[config.mk]
export PLATFORM = sky130hd
export DESIGN_NAME = add_multiply_acc
export DESIGN_NICKNAME = d
export VERILOG_FILES = /design/src/rtl/add_multiply_pkg.sv /design/src/rtl/add_multiply_acc_stage.sv /design/src/rtl/add_multiply_acc.sv
export SDC_FILE = /design/constraint.sdc
export NUM_CORES = 1
export LEC_CHECK = 0
export CORE_UTILIZATION = 30
export CTS_CLUSTER_SIZE = 14
export DETAILED_ROUTE_END_ITERATION = 10
export HOLD_SLACK_MARGIN = 0.02
export MAX_ROUTING_LAYER = met4
export PLACE_DENSITY = 0.48
export SYNTH_ARGS = -nofsm -noshare
export SYNTH_HDL_FRONTEND = slang
export SYNTH_HIERARCHICAL = 1
export SYNTH_SLANG_ARGS = --single-unit
export TNS_END_PERCENT = 50
[constraint.sdc]
create_clock -name clk -period 17.8 [get_ports clk]
set_input_delay 1.78 -clock clk [delete_from_list [all_inputs] [get_ports clk]]
set_output_delay 1.78 -clock clk [all_outputs]
set_load 0.03 [all_outputs]
[src/rtl/add_multiply_pkg.sv]
// Shared definitions for the add_multiply_acc pre-add / multiply / accumulate unit:
// operation codes and the derived width helpers.
package add_multiply_pkg;

    localparam logic [1:0] MODE_LOAD_ADD = 2'b00;
    localparam logic [1:0] MODE_LOAD_SUB = 2'b01;
    localparam logic [1:0] MODE_ACC_ADD  = 2'b10;
    localparam logic [1:0] MODE_ACC_SUB  = 2'b11;

    // Exact (A+/-B)*C needs one extra bit for the pre-add on top of the 2*WIDTH product.
    function automatic int calc_prod_w(input int width);
        return 32'sd2 * width + 32'sd1;
    endfunction

    function automatic int calc_y_w(input int width, input int acc_guard);
        return calc_prod_w(width) + acc_guard;
    endfunction

endpackage

[src/rtl/add_multiply_acc_stage.sv]
// Final pipeline stage: loads or accumulates the product into Y, with a sticky
// two's-complement overflow flag that any LOAD clears.
module add_multiply_acc_stage
    import add_multiply_pkg::*;
#(
    parameter int PROD_W = 31,
    parameter int Y_W    = 39
) (
    input  logic                     clk,
    input  logic                     rst_n,
    input  logic                     ce,
    input  logic                     valid_i,
    input  logic [1:0]               mode_i,
    input  logic signed [PROD_W-1:0] prod_i,
    output logic signed [Y_W-1:0]    y_o,
    output logic                     valid_o,
    output logic                     overflow_o
);

    logic signed [Y_W-1:0] y_q;
    logic signed [Y_W-1:0] y_d;
    logic                  valid_q;
    logic                  valid_d;
    logic                  ovf_q;
    logic                  ovf_d;
    logic signed [Y_W-1:0] prod_ext_s;
    logic signed [Y_W:0]   acc_s;

    // Next accumulator value; one extra bit exposes signed overflow as a top-two-bit mismatch.
    always_comb begin
        prod_ext_s = Y_W'(prod_i);
        acc_s      = '0;
        y_d        = y_q;
        ovf_d      = ovf_q;
        valid_d    = 1'b0;
        if (valid_i) begin
            valid_d = 1'b1;
            case (mode_i)
                MODE_LOAD_ADD, MODE_LOAD_SUB: begin
                    y_d   = prod_ext_s;
                    ovf_d = 1'b0;
                end
                MODE_ACC_ADD: begin
                    acc_s = (Y_W+1)'(y_q) + (Y_W+1)'(prod_ext_s);
                    y_d   = acc_s[Y_W-1:0];
                    ovf_d = ovf_q | (acc_s[Y_W] ^ acc_s[Y_W-1]);
                end
                MODE_ACC_SUB: begin
                    acc_s = (Y_W+1)'(y_q) - (Y_W+1)'(prod_ext_s);
                    y_d   = acc_s[Y_W-1:0];
                    ovf_d = ovf_q | (acc_s[Y_W] ^ acc_s[Y_W-1]);
                end
                default: begin
                    y_d   = y_q;
                    ovf_d = ovf_q;
                end
            endcase
        end else begin
            y_d     = y_q;
            ovf_d   = ovf_q;
            valid_d = 1'b0;
        end
    end

    // Accumulator, result-valid and sticky overflow registers, frozen while ce is low.
    always_ff @(posedge clk or negedge rst_n) begin
        if (!rst_n) begin
            y_q     <= '0;
            valid_q <= 1'b0;
            ovf_q   <= 1'b0;
        end else if (ce) begin
            y_q     <= y_d;
            valid_q <= valid_d;
            ovf_q   <= ovf_d;
        end
    end

    assign y_o        = y_q;
    assign valid_o    = valid_q & ce;
    assign overflow_o = ovf_q;

endmodule

[src/rtl/add_multiply_acc.sv]
// Pipelined signed (A+/-B)*C unit with optional running accumulation into Y.
// S1 input capture, S2 pre-add, S3 multiply, S4 accumulate (sub-module).
module add_multiply_acc
    import add_multiply_pkg::*;
#(
    parameter int  WIDTH     = 15,
    parameter int  ACC_GUARD = 8,
    localparam int PROD_W    = calc_prod_w(WIDTH),
    localparam int Y_W       = calc_y_w(WIDTH, ACC_GUARD)
) (
    input  logic                    clk,
    input  logic                    rst_n,
    input  logic                    ce,
    input  logic                    in_valid,
    input  logic [1:0]              mode,
    input  logic signed [WIDTH-1:0] A,
    input  logic signed [WIDTH-1:0] B,
    input  logic signed [WIDTH-1:0] C,
    output logic signed [Y_W-1:0]   Y,
    output logic                    out_valid,
    output logic                    overflow
);

    logic signed [WIDTH-1:0]  a1_q;
    logic signed [WIDTH-1:0]  b1_q;
    logic signed [WIDTH-1:0]  c1_q;
    logic [1:0]               mode1_q;
    logic                     vld1_q;
    logic signed [WIDTH:0]    sum2_q;
    logic signed [WIDTH:0]    sum2_d;
    logic signed [WIDTH-1:0]  c2_q;
    logic [1:0]               mode2_q;
    logic                     vld2_q;
    logic signed [PROD_W-1:0] prod3_q;
    logic signed [PROD_W-1:0] prod3_d;
    logic [1:0]               mode3_q;
    logic                     vld3_q;

    // Only LOAD_SUB subtracts in the pre-adder; ACC_SUB subtracts (A+B)*C at the accumulator.
    always_comb begin
        sum2_d = '0;
        if (mode1_q == MODE_LOAD_SUB) begin
            sum2_d = (WIDTH+1)'(a1_q) - (WIDTH+1)'(b1_q);
        end else begin
            sum2_d = (WIDTH+1)'(a1_q) + (WIDTH+1)'(b1_q);
        end
        prod3_d = PROD_W'(sum2_q) * PROD_W'(c2_q);
    end

    // S1..S3 pipeline registers; mode and valid travel with their data.
    always_ff @(posedge clk or negedge rst_n) begin
        if (!rst_n) begin
            a1_q    <= '0;
            b1_q    <= '0;
            c1_q    <= '0;
            mode1_q <= 2'b00;
            vld1_q  <= 1'b0;
            sum2_q  <= '0;
            c2_q    <= '0;
            mode2_q <= 2'b00;
            vld2_q  <= 1'b0;
            prod3_q <= '0;
            mode3_q <= 2'b00;
            vld3_q  <= 1'b0;
        end else if (ce) begin
            a1_q    <= A;
            b1_q    <= B;
            c1_q    <= C;
            mode1_q <= mode;
            vld1_q  <= in_valid;
            sum2_q  <= sum2_d;
            c2_q    <= c1_q;
            mode2_q <= mode1_q;
            vld2_q  <= vld1_q;
            prod3_q <= prod3_d;
            mode3_q <= mode2_q;
            vld3_q  <= vld2_q;
        end
    end

    add_multiply_acc_stage #(
        .PROD_W (PROD_W),
        .Y_W    (Y_W)
    ) u_acc_stage (
        .clk        (clk),
        .rst_n      (rst_n),
        .ce         (ce),
        .valid_i    (vld3_q),
        .mode_i     (mode3_q),
        .prod_i     (prod3_q),
        .y_o        (Y),
        .valid_o    (out_valid),
        .overflow_o (overflow)
    );

endmodule
==> results.yml, run 1 <==
floorplan:
  die_x_um: 267
  rows: 96
  start_util: 0.305
  core_area_um2: 69100
  fp.dieArea_um2: 71300
  io_pins: 92
  die_y_um: 267
clock_network:
  clk_pin_slew_ns: 0.08
  cts_buffers: 17
  cts_tree: "yes"
  clock_sinks: 157
  cts_max_path_buffers: 2
  post_cts_resized: 0
  clock_latency_ns: 0.50
  ctsHoldBuffers: 0
  root_buffer: "clkbuf_16"
  cts_max_level: 4
  post_cts_buffers: 0
global_routing:
  antenna_found_initial: 0
  overflow: 0
  grt_pass1_vias: 17000
  grt_pass1_wl_um: 97900
  grt_max_degree: 71
  grt.total_usage: 0.182
finish:
  n_antenna_cell: 0
  nNetsFinal: 2830
  area_growth_pct: 10.7
  design_area_um2: 23300
  n_fill_cell: 7209
  drive_gt1_frac: 0.0787
  register_area_um2: 3930
  multi_input_area_um2: 15200
timing:
  skew_ns: 0.0189
  finalCritPeriodShare: 0.374
  fmax_ghz: 0.150
  setup_viol: 0
  worst_slack_ns: 11.14
  fin_crit_ns: 6.66
  slew_headroom: 0.269
  worst_slew_pin_slew_ns: 1.10
  grt_setup_unrepaired: "false"
  final.setup.tns_ns: 0
  report.final.slew_viol_count: 0
  hold_viol_final: 0
setup_path:
  startpoint_type: "flip-flop"
  crit_required_ns: 18.16
  end_kind: "flip-flop"
  cp_max_fo: 17
  r2r_cells: 19
  criticalPathCategory: "flip-flop to flip-flop"
  reg2reg_slack_ns: 11.14
  r2r-start: "c2_q[4]"
  crit-reg2reg-capture: "prod3_q[28]"
  crit_end: "prod3_q[28]"
  cp.arrival_ns: 7.01
  startpoint: "c2_q[4]"
place:
  port_buffers: 91
  hpwlAfterDp_um: 48100
  dp_slack_ns: 11.10
  gp_congestion: 0.879
  dpl-instance-area_um2: 22700
yosys:
  synth_fp_nets: 2811
  yosys-top-cells-count: "inv_1 (377), fa_1 (238), nand2_1 (214), ha_1 (178), dfrtp_1 (157)"
  synth_cells: 2344
  yosysTopAreaCell: "fa_1"
  synth_top_cells_by_area: "fa_1 (23%), dfrtp_1 (19%), ha_1 (11%), inv_1 (6.7%), mux2_2 (5.0%)"
  yosysWarnings: 6
  seq_area_frac_synth: 0.186
  synth_cell_types: 98
  avgSynthCellArea_um2: 8.99
  synth_top_area_frac: 0.226
  synth-seq-cells: 157
  ys_async_sr_fraction: 1.00
  yosysMostFrequentCell: "inv_1"
  synth-edff-count: 0
  synthesis.area_um2: 21100
  synthFlopType: "dfrtp_1"
route:
  drtIter0Drc: 1119
  antenna_left: 0
  vias_per_cell: 4.93
  post_drt_wl_per_cell_um: 18.3
  drc: 0
  firstDrtPassIters: 6
  num_vias: 16300
  routed_wl_um: 60400
hold_path:
  hold_path.class: "flip-flop to flip-flop"
run_status:
  status: "finished, final reports clean"
job:
  cap_violations: 0
==> stage by stage <==
stage / hold WS (ns) / util / cells
CTS: 0.501 / 0.338 / 3307
global placement: 0.473 / 0.328 / 3275
finish: 0.493 / 0.338 / 3307
floorplan: 0.449 / - / 2344
detailed placement: 0.476 / 0.328 / 3275
global route: 0.528 / 0.338 / 3307
==> worst min-delay path by stage <==
stage | start | end | slack (ns) | cells past startpoint
4_1_cts | c1_q[14] | c2_q[14] | 0.50 | 2
6_report | c1_q[14] | c2_q[14] | 0.49 | 2
3_3_place_gp | c1_q[14] | c2_q[14] | 0.47 | 2
3_5_place_dp | c1_q[14] | c2_q[14] | 0.48 | 2
2_1_floorplan | c1_q[14] | c2_q[14] | 0.45 | 2
5_1_grt | mode2_q[0] | mode3_q[0] | 0.53 | 1
==> cell families (layout without fill, tap and decap cells) <==
| logic type | after synthesis | count (layout) | synth area share |
|---|---|---|---|
| adder cells (fa/ha/maj) | 416 | 416 | 0.332 |
| XOR/XNOR | 89 | 89 | 0.0370 |
| multiplexers | 117 | 117 | 0.0611 |
| AO/OA/AOI/OAI | 467 | 467 | 0.147 |
| buffers and inverters | 483 | 515 | 0.0937 |
| flip-flops | 157 | 157 | 0.186 |
| AND/OR/NAND/NOR | 615 | 615 | 0.143 |
==> area by class of cell <==
class / instances / area share
Clock buffer: 17 / 0.0182
Clock inverter: 15 / 0.00939
Inverter: 383 / 0.0616
Multi-Input combinational cell: 1704 / 0.650
Sequential cell: 157 / 0.168
Tap cell: 931 / 0.0499
Timing Repair Buffer: 100 / 0.0420
==> cells in the final DEF, fill, tap and decap left out, types with 7 or more instances in the layout <==
cell | Yosys | final
a211oi_1 | 14 | 14
a211oi_2 | 7 | 7
a21boi_0 | 7 | 7
a21o_1 | 22 | 22
a21oi_1 | 140 | 140
a31oi_1 | 18 | 18
and2_1 | 117 | 117
buf_4 | 4 | 9
clkbuf_16 | 0 | 17
clkdlybuf4s50_1 | 0 | 89
dfrtp_1 | 157 | 157
fa_1 | 238 | 238
ha_1 | 178 | 178
inv_1 | 377 | 377
mux2_2 | 93 | 93
mux2i_1 | 24 | 24
nand2_1 | 214 | 213
nand2b_1 | 12 | 12
nand3_1 | 25 | 25
nand3b_1 | 9 | 9
nand4_1 | 13 | 13
nor2_1 | 117 | 117
nor2b_1 | 13 | 13
nor3_1 | 38 | 38
nor4_1 | 18 | 18
o2111ai_1 | 9 | 9
o211ai_1 | 15 | 15
o21a_1 | 11 | 11
o21ai_0 | 104 | 104
o21ai_1 | 8 | 8
o21bai_1 | 17 | 17
o31ai_1 | 13 | 13
or3_1 | 8 | 8
xnor2_1 | 76 | 76
xor2_1 | 13 | 13
==> layer usage <==
| metal | part of all wire | vias to the layer above | GRT usage |
|---|---|---|---|
| met5 | 0 | - | - |
| met4 | 0.012 | 0 | 0.0404 |
| met3 | 0.030 | 42 | 0.0249 |
| met2 | 0.46 | 266 | 0.281 |
| met1 | 0.50 | 8228 | 0.252 |
| li1 | - | 7776 | - |
==> registers in the layout (all words and copies together) (netlist names) <==
name                    count
u_acc_stage/valid_q         1
c2_q                       15
mode2_q                     2
vld1_q                      1
mode3_q                     2
prod3_q                    31
a1_q                       15
mode1_q                     2
u_acc_stage/y_o            39
vld3_q                      1
vld2_q                      1
sum2_q                     16
u_acc_stage/overflow_o      1
b1_q                       15
c1_q                       15
==> critical path, cell delays in order, from the launching register on <==
cell and delay [ns]:
dfrtp_1 0.66, nand2_1 0.22, fa_1 0.60, inv_1 0.07
fa_1 0.92, fa_1 0.51, fa_1 0.47, fa_1 0.56
inv_1 0.06, fa_1 0.53, inv_1 0.04, ha_1 0.35
a21oi_1 0.30, nand2_1 0.15, nor3_1 0.20, o211ai_1 0.14
a41o_1 0.27, a21oi_1 0.18, xor2_1 0.17, o21ai_0 0.09
Power of run 1 is left out: the tool's default activity adds up to more than one toggle a clock period on the data nets, which glitch-free logic cannot reach.
==> run 2: changes to the inputs <==
Settings changed: PLACE_DENSITY 0.48 to 0.5.
Clock period 17.8 ns to 6 ns, I/O delays scaled along.
==> run 2 against run 1 <==
Against the previous run:
- final cell count is 4.1% higher
- sequential cell count stayed put
- final area up 6.1%
- first-iteration DRC count shrank 6.9%
- die area did not move
- sequential share of layout area fell by 0.89 points
- core utilization grew 2.1 points
- via count up 2.3%
- non-clock buffer count is 134 higher
- critical endpoint is now prod3_q[30]
==> results.yml, run 2 (synthesis gave the netlist of run 1 again) <==
setup_path:
  end_kind: "flip-flop"
  slowest_delay_ns: 0.57
  worstSetupPathDepth: 22
  slowest_stage: "fa_1"
  cp_common_cell: "fa_1"
  reg2reg_slack_ns: 0.08
  cp.arrival_ns: 6.35
  startpoint_type: "flip-flop"
  crit_family: "adder cells"
  cp_max_fo: 3
  critPathBufInv: 6
  cp_cell_sequence: "buf_4 -> nand2_1 -> inv_2 -> fa_1 -> inv_1 -> fa_1 -> inv_2 -> fa_1 -> fa_1 -> fa_1 -> inv_1 -> fa_1 -> inv_1 -> ha_4 -> nand3_4 -> nor2_4 -> nand3_2 -> o211ai_1 -> a41o_1 -> nor3_2 -> or4_1 -> nand3_1"
  criticalPathCategory: "flip-flop to flip-flop"
  r2r_cells: 22
  crit_required_ns: 6.43
floorplan:
  fp.dieArea_um2: 71300
  die_x_um: 267
  rows: 96
  core_area_um2: 69100
  die_y_um: 267
  io_pins: 92
  start_util: 0.305
clock_network:
  cts_tree: "yes"
  clk_pin_slew_ns: 0.07
  root_buffer: "clkbuf_16"
  cts_buffers: 17
  cts_max_path_buffers: 2
  cts_max_level: 4
  clock_latency_ns: 0.49
  clock_sinks: 157
hold_path:
  hold_path.class: "flip-flop to flip-flop"
  holdPathStages: 2
global_routing:
  overflow: 0
  grt_max_degree: 124
  grt_pass1_vias: 17600
  antenna_found_initial: 0
  grt_pass1_wl_um: 99500
  grt.total_usage: 0.183
run_status:
  status: "finished, final reports clean"
job:
  cap_violations: 0
timing:
  grt_setup_unrepaired: "true"
  setup_viol: 0
  fin_crit_ns: 5.92
  hold_viol_final: 0
  report.final.slew_viol_count: 0
  worst_slew_pin_slew_ns: 0.990
  finalCritPeriodShare: 0.987
  worst_slack_ns: 0.0766
  fmax_ghz: 0.169
  slew_headroom: 0.339
  skew_ns: 0.0137
route:
  vias_per_cell: 4.85
  antenna_left: 0
  post_drt_wl_per_cell_um: 17.7
  firstDrtPassIters: 5
  drc: 0
  drtIter0Drc: 1042
  num_vias: 16700
  routed_wl_um: 60700
finish:
  drive_gt1_frac: 0.158
  largest_reg_flops: 39
  n_fill_cell: 7068
  final_util: 0.358
  multi_input_area_um2: 15500
  nNetsFinal: 2964
  final_cell_mix: "inv_1 (363), fa_1 (232), nand2_1 (210)"
  instances_no_fill: 3441
  n_antenna_cell: 0
  register_area_um2: 3950
  mostFrequentLayoutCell: "inv_1"
  area_growth_pct: 17.4
place:
  gp_congestion: 0.903
  dp_slack_ns: -0.165
  dpl.cell_count: 3388
  hpwlAfterDp_um: 48900
  port_buffers: 91
-- run 2: cell count changes in the layout (fill, tap and decap cells not counted), moves of 14 or more --
cell     before  now
inv_2         5   19
buf_4         9  125
inv_1       377  363
dfrtp_1     157  142
dfrtp_2       0   15
-- run 2: timing repair --
| action | in CTS | in global routing |
|---|---|---|
| pin swaps | 12 | 59 |
| setup endpoints to repair | 9 | 13 |
| cloned | 0 | 1 |
| setup buffers | 3 | 16 |
| gates resized for setup | 17 | 78 |
| endpoints found under the hold margin | 34 | 0 |
| hold buffers | 1 | 0 |
-- run 2: routing by layer --
| layer | part of all wire | global-route usage | vias to the layer above |
|---|---|---|---|
| met5 | 0 | - | - |
| met4 | 0.018 | 0.0472 | 0 |
| met3 | 0.029 | 0.0255 | 60 |
| met2 | 0.48 | 0.292 | 270 |
| met1 | 0.48 | 0.244 | 8313 |
| li1 | - | - | 8042 |
-- run 2: worst paths after layout --
kind                                  from            endpoint
worst max-delay path            sum2_q[15]         prod3_q[30]
worst min-delay path              c1_q[14]            c2_q[14]
worst max register to register  sum2_q[15]         prod3_q[30]
worst min register to register    c1_q[14]            c2_q[14]
max in group asynchronous            rst_n          sum2_q[14]
min in group asynchronous            rst_n  u_acc_stage/y_o[2]
-- run 2: per-stage QoR --
step	TNS, ns	instance area (um2)	hold WS (ns)
final	0	24700	0.502
after global routing	-0.851	24700	0.524
after CTS	0	24300	0.505
after detailed placement	-0.555	23600	0.487
after global placement	-0.312	23600	0.482
after floorplan	-0.0386	21100	0.304
-- run 2: area by class of cell --
class,instances,area share
clock buffer,19,0.0183
multi-input combinational,1704,0.625
timing repair buffer,234,0.0866
inverter,383,0.0581
sequential,157,0.160
clock inverter,13,0.00531
tap,931,0.0471
-- run 2: worst min-delay path, delay by kind of cell, from the launching register on --
family | cells | cell delay (ns)
and+or+nand+nor | 1 | 0.06
DFF | 1 | 0.35
AOI/OAI and AO/OA | 1 | 0.06
Power of run 2 is left out for the same reason.
==> run 3: changes to the inputs <==
Settings changed: CORE_UTILIZATION 30 to 33, PLACE_DENSITY 0.5 to 0.53.
==> run 3 against run 2 <==
Against the previous run:
- worst setup slack gained 0.072 ns
- count of clock-buffer cells in the layout increased by 2
- die area down 9.0%
==> results.yml, run 3 (synthesis gave the netlist of run 1 again) <==
floorplan:
  start_util: 0.334
  die_x_um: 255
  die_y_um: 255
  core_area_um2: 63100
  fp.dieArea_um2: 64900
  rows: 92
  io_pins: 92
global_routing:
  grt_pass1_vias: 17000
  top_usage_layer: "met2"
  grt_pass1_wl_um: 93600
  overflow: 0
  grt_max_degree: 83
  grt.total_usage: 0.190
  grt_use_met2: 0.301
  grt_use_met1: 0.254
  antenna_found_initial: 0
  met3_usage: 0.0243
route:
  antenna_left: 0
  post_drt_wl_per_cell_um: 17.4
  num_vias: 16600
  firstDrtPassIters: 7
  drtIter0Drc: 1018
  vias_per_cell: 4.97
  routed_wl_um: 58400
  drc: 0
timing:
  slew_headroom: 0.425
  skew_ns: 0.0211
  finalCritPeriodShare: 0.975
  hold_viol_final: 0
  grt_setup_unrepaired: "true"
  worst_slew_pin_slew_ns: 0.854
  setup_viol: 0
  fmax_ghz: 0.171
  report.final.slew_viol_count: 0
  fin_crit_ns: 5.85
  hold_slack_ns: 0.171
run_status:
  status: "finished, final reports clean"
setup_path:
  slowest_stage: "fa_1"
  reg2reg_slack_ns: 0.15
  criticalPathCategory: "flip-flop to flip-flop"
  cp_common_cell: "fa_1"
  startpoint_type: "flip-flop"
  crit_required_ns: 6.37
  cp.arrival_ns: 6.22
  cp_max_fo: 5
  slowest_delay_ns: 0.54
  cp_cell_sequence: "buf_4 -> and2_4 -> fa_1 -> inv_2 -> fa_1 -> inv_1 -> fa_1 -> fa_1 -> fa_1 -> inv_1 -> fa_1 -> inv_2 -> ha_4 -> a211oi_4 -> o2111ai_2 -> and3_4 -> a21o_4 -> a31oi_4 -> o221ai_2 -> a2111o_1 -> o311ai_2"
  end_kind: "flip-flop"
finish:
  mostFrequentLayoutCell: "inv_1"
  final_cell_mix: "inv_1 (359), fa_1 (228), nand2_1 (205)"
  drive_gt1_frac: 0.163
  area_growth_pct: 17.3
  largest_reg_flops: 39
  nNetsFinal: 2955
  n_antenna_cell: 0
  design_area_um2: 24700
place:
  hpwlAfterDp_um: 46500
  dpl-instance-area_um2: 23400
  port_buffers: 91
  gp_congestion: 0.923
clock_network:
  clock_latency_ns: 0.49
  cts_max_level: 4
  root_buffer: "clkbuf_16"
  cts_max_path_buffers: 2
  cts_tree: "yes"
  cts_buffers: 17
  clock_sinks: 157
  clk_pin_slew_ns: 0.08
hold_path:
  hold_path.class: "input port to async pin"
job:
  cap_violations: 0
[run 3: cell types whose count changed in the layout (fill, tap and decap cells not counted), moves of 5 or more]
cell	previous run	this run
buf_6	7	16
ha_4	11	16
buf_4	125	109
ha_1	167	159
nand2_1	210	205
[run 3: what timing repair did]
action,in CTS,in global routing
hold endpoints to repair,0,0
pin swaps,12,102
setup endpoints to repair,7,13
gates resized for setup,17,117
buffers inserted,7,14
gates cloned,0,2
hold buffers,0,0
[run 3: layer usage]
metal	part of all wire	wire, um	vias up
li1	-	-	8015
met1	0.47	27700	8228
met2	0.47	27500	322
met3	0.031	1830	55
met4	0.022	1300	0
met5	0	0	-
[run 3: cell type report]
cell class	count	area, um2
Timing Repair Buffer	224	2070
Timing Repair inverter	1	5.00
Clock inverter	10	139
Multi-Input combinational cell	1704	15600
Sequential cell	157	3940
Tap cell	846	1060
Clock buffer	21	460
Inverter	383	1440
Fill cell	6363	38400
[run 3: path summary, 6_finish.rpt]
path,from,endpoint,cells past startpoint
min in group clk,c1_q[14],c2_q[14],2
max in group asynchronous,rst_n,c2_q[13],2
worst max register to register,sum2_q[9],prod3_q[27],21
worst min-delay path,rst_n,u_acc_stage/y_o[3],1
worst max-delay path,sum2_q[9],prod3_q[27],21
worst min register to register,c1_q[14],c2_q[14],2
[run 3: per-stage QoR]
stage               setup WS [ns]  std cells  utilization  TNS, ns
floorplan                 -0.0386       2344            -  -0.0386
finish                      0.148       3346        0.392        0
global route               -0.118       3346        0.392   -0.348
global placement           -0.112       3292        0.371   -0.365
detailed placement         -0.157       3292        0.371   -0.561
CTS                       -0.0151       3330        0.383  -0.0151
[run 3: critical path: cells and delay by family, from the launching register on]
| kind | cells | cell delay [ns] |
|---|---|---|
| simple gates | 2 | 0.36 |
| buf+inv | 5 | 0.36 |
| flops | 1 | 0.40 |
| compound gates | 7 | 1.41 |
| fa+ha+maj | 7 | 3.21 |
Power of run 3 is left out for the same reason.
